`src/rtl/serial_sub_16bit_pkg.sv`:
```
// serial_sub_16bit_pkg: shared FSM encodings and default width for sequential arithmetic units
package serial_sub_16bit_pkg;
  localparam int DEFAULT_WIDTH = 16;
  typedef enum logic [1:0] {
    IDLE = 2'b00,
    RUN  = 2'b01,
    DONE = 2'b10
  } state_t;
endpackage

```
`src/rtl/serial_sub_16bit_full_adder_1bit.sv`:
```
// full_adder_1bit: single-bit full adder forming the serial datapath
module full_adder_1bit (
  input  logic a,
  input  logic b,
  input  logic cin,
  output logic sum,
  output logic cout
);
  // sum and carry of three input bits
  always_comb begin
    sum  = a ^ b ^ cin;
    cout = (a & b) | (cin & (a ^ b));
  end
endmodule

```
`src/rtl/serial_sub_16bit.sv`:
```
// serial_sub_16bit: bit-serial A-B, one bit per clock LSB first, with borrow/overflow/zero flags
module serial_sub_16bit
  import serial_sub_16bit_pkg::*;
#(
  parameter int WIDTH = DEFAULT_WIDTH
) (
  input  logic             clk,
  input  logic             rst,
  input  logic             start,
  input  logic [WIDTH-1:0] A,
  input  logic [WIDTH-1:0] B,
  output logic             busy,
  output logic             done,
  output logic [WIDTH-1:0] D,
  output logic             Bout,
  output logic             V,
  output logic             Z
);
  localparam int CW = $clog2(WIDTH);
  state_t           state_q, state_d;
  logic [WIDTH-1:0] a_q, a_d, b_q, b_d, r_q, r_d, d_q, d_d, r_next;
  logic [CW-1:0]    cnt_q, cnt_d;
  logic             c_q, c_d, am_q, am_d, bm_q, bm_d;
  logic             busy_q, busy_d, done_q, done_d, bout_q, bout_d, v_q, v_d, z_q, z_d;
  logic             s, co;
  full_adder_1bit u_fa (
    .a   (a_q[0]),
    .b   (~b_q[0]),
    .cin (c_q),
    .sum (s),
    .cout(co)
  );
  assign r_next = {s, r_q[WIDTH-1:1]};
  // next state: capture on start, shift one bit per RUN cycle, publish flags on the last bit
  always_comb begin
    state_d = state_q;
    a_d     = a_q;
    b_d     = b_q;
    r_d     = r_q;
    d_d     = d_q;
    cnt_d   = cnt_q;
    c_d     = c_q;
    am_d    = am_q;
    bm_d    = bm_q;
    busy_d  = busy_q;
    done_d  = 1'b0;
    bout_d  = bout_q;
    v_d     = v_q;
    z_d     = z_q;
    if (state_q == IDLE && start) begin
      state_d = RUN;
      a_d     = A;
      b_d     = B;
      am_d    = A[WIDTH-1];
      bm_d    = B[WIDTH-1];
      r_d     = '0;
      cnt_d   = '0;
      c_d     = 1'b1;
      busy_d  = 1'b1;
    end else if (state_q == RUN) begin
      a_d   = a_q >> 1;
      b_d   = b_q >> 1;
      r_d   = r_next;
      c_d   = co;
      cnt_d = cnt_q + CW'(1);
      if (cnt_q == CW'(WIDTH - 1)) begin
        state_d = DONE;
        busy_d  = 1'b0;
        done_d  = 1'b1;
        d_d     = r_next;
        bout_d  = ~co;
        v_d     = (am_q != bm_q) && (r_next[WIDTH-1] != am_q);
        z_d     = (r_next == '0);
      end
    end else begin
      state_d = IDLE;
    end
  end
  // state and registered outputs, cleared asynchronously
  always_ff @(posedge clk or posedge rst) begin
    if (rst) begin
      state_q <= IDLE;
      a_q     <= '0;
      b_q     <= '0;
      r_q     <= '0;
      d_q     <= '0;
      cnt_q   <= '0;
      c_q     <= 1'b0;
      am_q    <= 1'b0;
      bm_q    <= 1'b0;
      busy_q  <= 1'b0;
      done_q  <= 1'b0;
      bout_q  <= 1'b0;
      v_q     <= 1'b0;
      z_q     <= 1'b0;
    end else begin
      state_q <= state_d;
      a_q     <= a_d;
      b_q     <= b_d;
      r_q     <= r_d;
      d_q     <= d_d;
      cnt_q   <= cnt_d;
      c_q     <= c_d;
      am_q    <= am_d;
      bm_q    <= bm_d;
      busy_q  <= busy_d;
      done_q  <= done_d;
      bout_q  <= bout_d;
      v_q     <= v_d;
      z_q     <= z_d;
    end
  end
  assign busy = busy_q;
  assign done = done_q;
  assign D    = d_q;
  assign Bout = bout_q;
  assign V    = v_q;
  assign Z    = z_q;
endmodule

```
`config.mk`:
```
export PLATFORM = sky130hd
export DESIGN_NAME = serial_sub_16bit
export DESIGN_NICKNAME = d
export VERILOG_FILES = /design/src/rtl/serial_sub_16bit_pkg.sv /design/src/rtl/serial_sub_16bit_full_adder_1bit.sv /design/src/rtl/serial_sub_16bit.sv
export SDC_FILE = /design/constraint.sdc
export NUM_CORES = 1
export LEC_CHECK = 0
export BUFFER_PORTS_ARGS = -buffer_cell sky130_fd_sc_hd__buf_2
export CORE_AREA = 2 2 57 112
export CTS_CLUSTER_DIAMETER = 100
export DETAILED_ROUTE_END_ITERATION = 6
export DIE_AREA = 0 0 59 114
export MAX_ROUTING_LAYER = met4
export PLACE_DENSITY = 0.77
export SYNTH_ARGS = -nofsm -noshare
export SYNTH_HDL_FRONTEND = slang
export SYNTH_SLANG_ARGS = --single-unit
export TNS_END_PERCENT = 10
```
`constraint.sdc`:
```
create_clock -name clk -period 4 [get_ports clk]
set_input_delay 0.4 -clock clk [delete_from_list [all_inputs] [get_ports clk]]
set_output_delay 0.4 -clock clk [all_outputs]
set_load 0.02 [all_outputs]
```
==> results of run 1 <==
[layout make-up]
cell class | count | area, um^2
Fill cell | 494 | 2200
Sequential cell | 77 | 1930
Multi-Input combinational cell | 200 | 1120
Timing Repair Buffer | 58 | 298
Clock buffer | 13 | 250
Inverter | 4 | 20.0
Tap cell | 63 | 78.8
Clock inverter | 2 | 10.0
[logic make-up after synthesis]
| logic type | count (synthesis) |
|---|---|
| AO/OA/AOI/OAI | 39 |
| multiplexers | 18 |
| AND/OR/NAND/NOR | 141 |
| flip-flops | 77 |
| adder cells (fa/ha/maj) | 2 |
| buffers and inverters | 21 |
[worst register-to-register path: cells and delay by family (launching register included)]
kind	cells	cell delay, ns
flops	1	0.46
simple gates	2	1.02
mux	1	0.35
buf+inv	1	0.19
[power groups by stage]
stage	clock network, mW	registers (mW)	logic (mW)
detailed placement	0	1.32	0.900
CTS	0.724	1.31	0.908
global route	0.765	1.35	1.01
finish	0.707	1.31	0.894
floorplan	0	1.38	0.559
global placement	0	1.30	0.864
[flip-flops by register name (all words and copies together) (netlist names), 2 cells and up]
name	count
r_q	15
D	16
b_q	16
cnt_q	4
state_q	2
a_q	16
[synth_stat cells (all sizes together)]
library cell / count
nand4: 2
fa: 1
nand3: 19
a22oi: 30
dfrtp: 77
clkbuf: 13
buf: 4
nand2: 109
mux2i: 1
ha: 1
nor3b: 1
nor2b: 1
or3b: 1
o21bai: 1
a21o: 1
inv: 4
nand2b: 2
nor4: 4
mux2: 17
o21ai: 6
nand3b: 1
o22ai: 1
or2: 1
[layout by cell type (no fill, tap or decap), types with 3 or more instances in the layout]
| cell | instances |
|---|---|
| clkbuf_16 | 9 |
| buf_4 | 3 |
| clkbuf_1 | 3 |
| dfrtp_1 | 77 |
| buf_2 | 55 |
| nand2_1 | 109 |
| o21ai_0 | 6 |
| mux2_2 | 8 |
| nor4_1 | 4 |
| nand3_1 | 19 |
| mux2_1 | 9 |
| a22oi_1 | 30 |
[layer usage]
| layer | track usage, % | vias up | wire, um |
|---|---|---|---|
| li1 | - | 1114 | - |
| met1 | 26.7 | 1118 | 2580 |
| met2 | 30.1 | 85 | 3040 |
| met3 | 6.92 | 8 | 373 |
| met4 | 9.70 | 0 | 89 |
| met5 | - | - | 0 |
[per-stage QoR]
stage	utilization, %	cells	hold slack [ns]
after floorplan	-	298	0.445
after global placement	58.4	402	0.458
after detailed placement	58.4	402	0.463
after CTS	62.8	417	0.187
after global routing	62.8	417	0.219
final	62.8	417	0.174
[worst paths after layout]
| path | start | end | slack, ns | cells after the start |
|---|---|---|---|---|
| max in group asynchronous | rst | b_q[0] | 2.82 | 3 |
| hold reg to reg | D[3] | D[3] | 0.47 | 1 |
| min in group clk | B[8] | b_q[8] | 0.29 | 3 |
| hold / removal | rst | b_q[6] | 0.17 | 2 |
| setup / recovery | state_q[1] | D[5] | 1.86 | 4 |
| setup reg to reg | state_q[1] | D[5] | 1.86 | 4 |
==> results_dict.tcl, run 1 <==
set metrics [dict create \
    seqPwrFrac_pct 45.0 \
    drive_above_1_share_pct 23.7 \
    ys_warn_count 0 \
    finalCritPeriodShare_pct 53.5 \
    worst_slack_ns 1.86 \
    worstMarginPinSlew_ns 1.11 \
    yosysUniqueCellTypes 27 \
    hold_violations 0 \
    swShare_pct 35.4 \
    yosys.area.top_type_share_pct 61.6 \
    yosys.area_share.simple_pct 19.0 \
    critPathBufInv 1 \
    fp.dieW_um 59 \
    clock.fmax_mhz 467 \
    tritoncts "done" \
    synth_top_family_by_area "simple AND/OR/NAND/NOR gates" \
    post_dp_cell_area_mm2 0.00345 \
    die_h_um 114 \
    maxSlewHeadroom_pct 26.2 \
    track_usage_pct 20.9 \
    layout.nets 387 \
    seq_area_frac_synth_pct 61.6 \
    synthMuxAreaShare_pct 6.43 \
    syn_area_mm2 0.00313 \
    root_buffer "clkbuf_16" \
    max_stage_delay_ns 0.52 \
    irDropWorstVdd_mv 0.399 \
    num_io_pins 56 \
    hpwlAfterDp_mm 3.95 \
    gp_congestion 0.797 \
    synthAdderAreaFrac_pct 1.04 \
    cts_resized 0 \
    slew_viol_final 0 \
    avgSynthCellArea_um2 10.5 \
    portBuffers 55 \
    antenna_found_initial 0 \
    p_leak_nw 1.88 \
    overflow 0 \
    synthesis.nets 335 \
    setup_tns_ns 0 \
    cts_made_buffers 9 \
    fin_area_mm2 0.00371 \
    worst_ep_required_time_ns 4.21 \
    die_area_mm2 0.00673 \
    worstSkewPairLatency_ns 0.33 \
    avgViaCountPerCell 5.58 \
    synth_xor_area_share_pct 0 \
    wl_per_cell_um 14.6 \
    status "finished clean" \
    intPower_mw 1.88 \
    power_frac_clock_pct 24.3 \
    crit_fanout 21 \
    ant_nets 0 \
    path_clk_slew_ns 0.05 \
    cpLargestDelayFamily "simple AND/OR/NAND/NOR gates" \
    setup_viol 0 \
    critPathKind "flip-flop to flip-flop" \
    wl_mm 6.08 \
    yosys.area.top_type "dfrtp_1" \
    dr_total_vias 2325 \
    arrival_ns 2.35 \
    post_cts_buffers 0 \
    maxCapViolations 0 \
    start_util_pct 53.0 \
    clock_sinks 77 \
    diodes 0 \
    hp-class "input pin to asynchronous set/reset pin" \
    grt_setup_unrepaired "no" \
    fin_crit_ns 2.14 \
    cp-start-kind "flip-flop" \
    dr.pass1.iters 4 \
    drcViolationCount 0 \
    coreArea_mm2 0.00591 \
    htree_num_levels 3 \
    syn_inst 298 \
    grt_pass1_vias 2283 \
    power_density_mw_per_mm2 785 \
    power.total_mw 2.91 \
    cts_hold_buf 0 \
    ys_top_cells_by_area "dfrtp_1, nand2_1, a22oi_1" \
    clock_path_buffers 2 \
    placementRows 40 \
    fin_skew_ns 0.00328 \
    combPwrFrac_pct 30.7 \
    cp_slowest_cell "nand2b_1" \
    synth_compound_area_share_pct 8.83 \
    total_switching_power_mw 1.03 \
    synth-seq-cells 77 \
    drtIter0Drc 122 \
    grt_pass1_wl_mm 10.3 \
    dp_slack_ns 1.88 \
    cp-end-kind "flip-flop" \
    path_cells "nand2b_1 > or2_1 > inv_6 > mux2_1" \
    grt_max_degree 50 \
    syn_to_final_growth_pct 18.4 \
]
Note: power is estimated with default switching activity, not from simulation.
==> run 2, diff against run 1 <==
==> constraint.sdc (replaced) <==
create_clock -name clk -period 2 [get_ports clk]
set_input_delay 0.2 -clock clk [delete_from_list [all_inputs] [get_ports clk]]
set_output_delay 0.2 -clock clk [all_outputs]
set_load 0.02 [all_outputs]
==> run 2 against run 1 <==
Effect of this change:
- global-route usage increased by 0.45 points
- maximum frequency increased by 23%
- worst setup slack got worse by 1.6 ns
- sequential power increased by 100%
- critical endpoint is now D[11]
- highest routed layer unchanged
==> results_dict.tcl, run 2 (same netlist as run 1, synthesis figures left out) <==
set metrics [dict create \
    status "finished clean" \
    root_buffer "clkbuf_16" \
    overflow 0 \
    tritoncts "done" \
    diodes 0 \
    cpLargestDelayFamily "simple AND/OR/NAND/NOR gates" \
    gp_congestion 0.767 \
    fp.dieW_um 59 \
    dr_wl_met3_um 305 \
    worst_ep_required_time_ns 2.21 \
    setup_viol 0 \
    die_area_mm2 0.00673 \
    dr_total_vias 2318 \
    path_clk_slew_ns 0.05 \
    layout_common_cells "nand2_1, dfrtp_1, buf_2" \
    nFillCells 491 \
    worstMarginPinSlew_ns 0.481 \
    maxUsedRoutingLayer "met4" \
    power_frac_clock_pct 24.0 \
    holdPathStages 3 \
    total_switching_power_mw 2.07 \
    syn_to_final_growth_pct 20.5 \
    worstSkewPairLatency_ns 0.32 \
    wl_met2_mm 2.94 \
    r2r_start "cnt_q[0]" \
    ant_nets 0 \
    critPathKind "flip-flop to flip-flop" \
    wl_per_cell_um 14.5 \
    track_usage_pct 21.4 \
    crit_start "cnt_q[0]" \
    post_cts_buffers 0 \
    swShare_pct 35.2 \
    seqPwrFrac_pct 44.4 \
    layout_commonest_cell "nand2_1" \
    arrival_ns 1.95 \
    hpwlAfterDp_mm 3.93 \
    crit_fanout 17 \
    power_density_mw_per_mm2 1560 \
    portBuffers 55 \
    final_cells 423 \
    post_dp_cell_area_mm2 0.00350 \
    fin_area_mm2 0.00377 \
    max_stage_delay_ns 0.39 \
    htree_num_levels 3 \
    path_cells "ha_1 > nand3_1 > or2_1 > inv_6 > mux2_2" \
    placed_cells 407 \
    finalCritPeriodShare_pct 87.3 \
    wl_mm 6.13 \
    drive_above_1_share_pct 24.7 \
    intPower_mw 3.82 \
    maxCapViolations 0 \
    placementRows 40 \
    cp-start-kind "flip-flop" \
    grt_pass1_vias 2315 \
    hold_path_end "a_q[13]" \
    grt_pass1_wl_mm 10.6 \
    cp_slowest_cell "dfrtp_1" \
    maxSlewHeadroom_pct 68.0 \
    r2r-end "D[11]" \
    p_leak_nw 1.91 \
    fin_crit_ns 1.75 \
    regToRegSetupSlack_ns 0.25 \
    cts_hold_buf 1 \
    cp-end-kind "flip-flop" \
    antenna_found_initial 0 \
    die_h_um 114 \
    grt_setup_unrepaired "no" \
    cts_made_buffers 9 \
    coreArea_mm2 0.00591 \
    wl_met1_mm 2.79 \
    drtIter0Drc 124 \
    dr.pass1.iters 4 \
    clock.fmax_mhz 573 \
    hold_violations 0 \
    hp-class "input pin to flip-flop" \
    drcViolationCount 0 \
    cts_resized 0 \
    clock_sinks 77 \
    critPathBufInv 1 \
    start_util_pct 53.0 \
    fin_util_pct 63.9 \
    clock_path_buffers 2 \
    irDropWorstVdd_mv 0.930 \
    slew_viol_final 0 \
    avgViaCountPerCell 5.48 \
    whs_ns 0.0924 \
    setup_tns_ns 0 \
    combPwrFrac_pct 31.5 \
    grt_max_degree 61 \
    num_io_pins 56 \
    layout.nets 393 \
    fin_skew_ns 0.00368 \
    min_from "A[13]" \
    worstRegToRegCells 5 \
]
## run 2: cell count changes in the layout (fill, tap and decap cells not counted), sizes merged
cell         before  now
clkinvlp          0    1
dlygate4sd3       0    1
inv               4    3
buf              58   63
## run 2: area by class of cell
cell class / count / area [um^2] / area share [%]
Tap cell: 63 / 78.8 / 2.09
Clock buffer: 13 / 250 / 6.64
Clock inverter: 2 / 10.0 / 0.265
Inverter: 4 / 23.8 / 0.630
Multi-Input combinational cell: 200 / 1120 / 29.8
Sequential cell: 77 / 1930 / 51.1
Timing Repair Buffer: 64 / 358 / 9.49
## run 2: layer usage
| metal | track usage [%] | vias to the layer above |
|---|---|---|
| li1 | - | 1129 |
| met1 | 28.9 | 1122 |
| met2 | 31.3 | 57 |
| met3 | 5.56 | 10 |
| met4 | 7.73 | 0 |
| met5 | - | - |
## run 2: worst max-delay path by stage
stage / cells after the start / end / slack (ns)
finish: 5 / D[11] / 0.25
global placement: 5 / D[8] / 0.36
detailed placement: 5 / D[10] / 0.28
CTS: 5 / D[11] / 0.25
floorplan: 7 / D[15] / 0.37
global route: 5 / D[10] / 0.14
## run 2: power by group through the flow
stage	clock network (mW)	logic, mW	registers (mW)
6_report	1.42	1.86	2.62
5_1_grt	1.53	2.10	2.71
4_1_cts	1.45	1.88	2.62
3_5_place_dp	0	1.86	2.64
3_3_place_gp	0	1.79	2.61
2_1_floorplan	0	1.12	2.75
## run 2: stage by stage
stage	total power [mW]	setup slack [ns]
after floorplan	3.87	0.368
after global placement	4.40	0.360
after detailed placement	4.50	0.279
after CTS	5.96	0.246
after global routing	6.34	0.135
final	5.89	0.254
## run 2: worst reg2reg max path: cells and delay by family, from the launching register on
| kind | cells | cell delay (ns) |
|---|---|---|
| AND/OR/NAND/NOR | 2 | 0.48 |
| flip-flops | 1 | 0.39 |
| multiplexers | 1 | 0.35 |
| adder cells (fa/ha/maj) | 1 | 0.21 |
| buffers and inverters | 1 | 0.20 |
==> run 3, diff against run 2 <==
--- a/config.mk
+++ b/config.mk
@@ -5,13 +5,13 @@
 export SDC_FILE = /design/constraint.sdc
 export NUM_CORES = 1
 export LEC_CHECK = 0
+export ABC_AREA = 1
 export BUFFER_PORTS_ARGS = -buffer_cell sky130_fd_sc_hd__buf_2
-export CORE_AREA = 2 2 57 112
+export CORE_AREA = 2 2 65 128
 export CTS_CLUSTER_DIAMETER = 100
 export DETAILED_ROUTE_END_ITERATION = 6
-export DIE_AREA = 0 0 59 114
+export DIE_AREA = 0 0 67 130
 export MAX_ROUTING_LAYER = met4
-export PLACE_DENSITY = 0.77
 export SYNTH_ARGS = -nofsm -noshare
 export SYNTH_HDL_FRONTEND = slang
 export SYNTH_SLANG_ARGS = --single-unit
==> run 3 against run 2 <==
Effect of this change:
- clock skew grew 0.0013 ns
- combinational power grew 8%
- final cell count grew 19%
- register-to-register slack gained 0.29 ns
- utilization shrank 15 points
- clock power grew 6%
- largest cell class unchanged
- cell area grew 1.0%
- wire length is essentially flat
- flip-flop and latch count is the same
- global-route usage shrank 4.6 points
- critical path depth is the same
==> results_dict.tcl, run 3 <==
set metrics [dict create \
    status "finished clean" \
    dr.pass1.iters 4 \
    avgSynthCellArea_um2 9.06 \
    placed_cells 488 \
    arrival_ns 1.70 \
    clock_sinks 77 \
    max_stage_delay_ns 0.45 \
    die_area_mm2 0.00871 \
    wl_mm 6.13 \
    die_h_um 130 \
    ys_warn_count 0 \
    cts_made_buffers 9 \
    syn_to_final_growth_pct 21.1 \
    synth_commonest_cells "nand2_1, dfrtp_1, nand3_1, inv_1, o21ai_1" \
    worstMarginPinSlew_ns 0.653 \
    dp_slack_ns 0.533 \
    layout_commonest_cell "nand2_1" \
    placementRows 46 \
    worstSkewPairLatency_ns 0.33 \
    cp-start-kind "flip-flop" \
    layout.nets 441 \
    cts_resized 0 \
    synthFlopType "dfrtp_1" \
    p_leak_nw 1.94 \
    post_cts_buffers 0 \
    diodes 0 \
    clock_path_buffers 2 \
    power_frac_clock_pct 25.0 \
    maxSlewHeadroom_pct 56.4 \
    yosys.area.top_type_share_pct 61.3 \
    swShare_pct 35.6 \
    fin_skew_ns 0.00497 \
    syn_inst 347 \
    cp-end-kind "flip-flop" \
    hp-class "input pin to flip-flop" \
    grt_pass1_wl_mm 10.9 \
    finalCritPeriodShare_pct 72.9 \
    tritoncts "done" \
    total_switching_power_mw 2.15 \
    clock.fmax_mhz 686 \
    dr_total_vias 2417 \
    coreArea_mm2 0.00783 \
    path_clk_slew_ns 0.05 \
    yosysUniqueCellTypes 22 \
    grt_pass1_vias 2437 \
    worst_ep_required_time_ns 2.24 \
    drtIter0Drc 112 \
    track_usage_pct 16.7 \
    combPwrFrac_pct 33.0 \
    irDropWorstVdd_mv 0.809 \
    fin_crit_ns 1.46 \
    critPathBufInv 2 \
    slew_viol_final 0 \
    hpwlAfterDp_mm 4.20 \
    power_density_mw_per_mm2 1590 \
    synth-edff-count 0 \
    crit_fanout 34 \
    num_io_pins 56 \
    layout_common_cells "nand2_1, dfrtp_1, buf_2" \
    ant_nets 0 \
    critPathKind "flip-flop to flip-flop" \
    cp_slowest_cell "dfrtp_1" \
    path_cells "inv_2 > nand3_2 > inv_2 > nand2_1 > o21ai_0" \
    setup_viol 0 \
    async_flop_share_pct 100 \
    portBuffers 55 \
    avgViaCountPerCell 4.80 \
    intPower_mw 3.90 \
    worst_slack_ns 0.543 \
    antenna_found_initial 0 \
    root_buffer "clkbuf_16" \
    yosysMostFrequentCell "nand2_1" \
    wl_per_cell_um 12.2 \
    fp.dieW_um 67 \
    seqPwrFrac_pct 42.0 \
    cpLargestDelayFamily "buffers and inverters" \
    seq_area_frac_synth_pct 61.3 \
    grt_setup_unrepaired "no" \
    drcViolationCount 0 \
    setup_tns_ns 0 \
    maxCapViolations 0 \
    syn_area_mm2 0.00315 \
    grt_max_degree 38 \
    overflow 0 \
    whs_ns 0.0800 \
    synthesis.nets 384 \
    cts_hold_buf 1 \
    gp_congestion 0.761 \
    htree_num_levels 3 \
    ys_top_cells_by_area "dfrtp_1, nand2_1, nand3_1" \
    final_cells 504 \
    crit_path_frequent_cell "inv_2" \
    start_util_pct 40.2 \
    yosys.area.top_type "dfrtp_1" \
    drive_above_1_share_pct 20.1 \
    synth-seq-cells 77 \
    hold_violations 0 \
]
[run 3: cell count changes after synthesis, moves of 6 or more]
| cell | previous run | this run |
|---|---|---|
| a22oi_1 | 30 | 0 |
| inv_1 | 3 | 24 |
| nand2_1 | 109 | 129 |
| o21ai_1 | 0 | 20 |
| nand3_1 | 19 | 34 |
| nor2_1 | 0 | 14 |
| o22ai_1 | 1 | 15 |
| clkbuf_1 | 13 | 0 |
| mux2_1 | 9 | 0 |
| buf_2 | 2 | 10 |
| mux2_2 | 8 | 0 |
| inv_2 | 0 | 6 |
[run 3: logic make-up after synthesis]
| kind of cell | count (synthesis) | synth area share, % |
|---|---|---|
| DFF | 77 | 61.3 |
| and+or+nand+nor | 180 | 23.6 |
| buffers and inverters | 45 | 6.25 |
| AOI/OAI and AO/OA | 43 | 7.84 |
| adders and majority gates | 2 | 1.03 |
[run 3: metal layers]
layer	wire, um	global-route usage (%)	vias up
li1	-	-	1218
met1	2860	21.3	1139
met2	2890	25.2	52
met3	282	4.22	8
met4	102	7.20	0
met5	0	-	-
[run 3: worst reg2reg max path, stage by stage (launching register included)]
cell and delay (ns):
dfrtp_1 0.45, inv_2 0.10, nand3_2 0.14, inv_2 0.45
nand2_1 0.14, o21ai_0 0.10
[run 3: power groups by stage]
stage / clock network (mW) / registers [mW] / logic [mW]
CTS: 1.56 / 2.55 / 2.05
floorplan: 0 / 2.70 / 1.35
global placement: 0 / 2.55 / 1.98
finish: 1.51 / 2.54 / 2.00
detailed placement: 0 / 2.57 / 2.04
global route: 1.62 / 2.63 / 2.30
[run 3: cell type report]
type                    instances  area [um^2]
flip-flops and latches         77         1930
clock inverters                 2         35.0
multi-input cells             225         1020
fillers                       787         4020
inverters                      30          116
well taps                      96          120
clock buffers                  13          240
repair buffers                 61          348
[run 3: path summary, 6_finish.rpt]
path                       startpoint  endpoint  slack [ns]  cells after the start
max reg2reg                state_q[1]   b_q[15]        0.54                      5
min                              B[4]    b_q[4]        0.08                      3
min reg2reg                      busy      busy        0.46                      2
max                        state_q[1]   b_q[15]        0.54                      5
min in group asynchronous         rst      D[9]        0.50                      3
max in group asynchronous         rst   b_q[15]        0.95                      4
[run 3: stage by stage]
step	util, %	total power [mW]	area (um^2)
floorplan	-	4.05	3150
global placement	45.0	4.53	3520
detailed placement	45.0	4.61	3520
CTS	48.7	6.16	3810
global route	48.7	6.55	3810
finish	48.7	6.05	3810
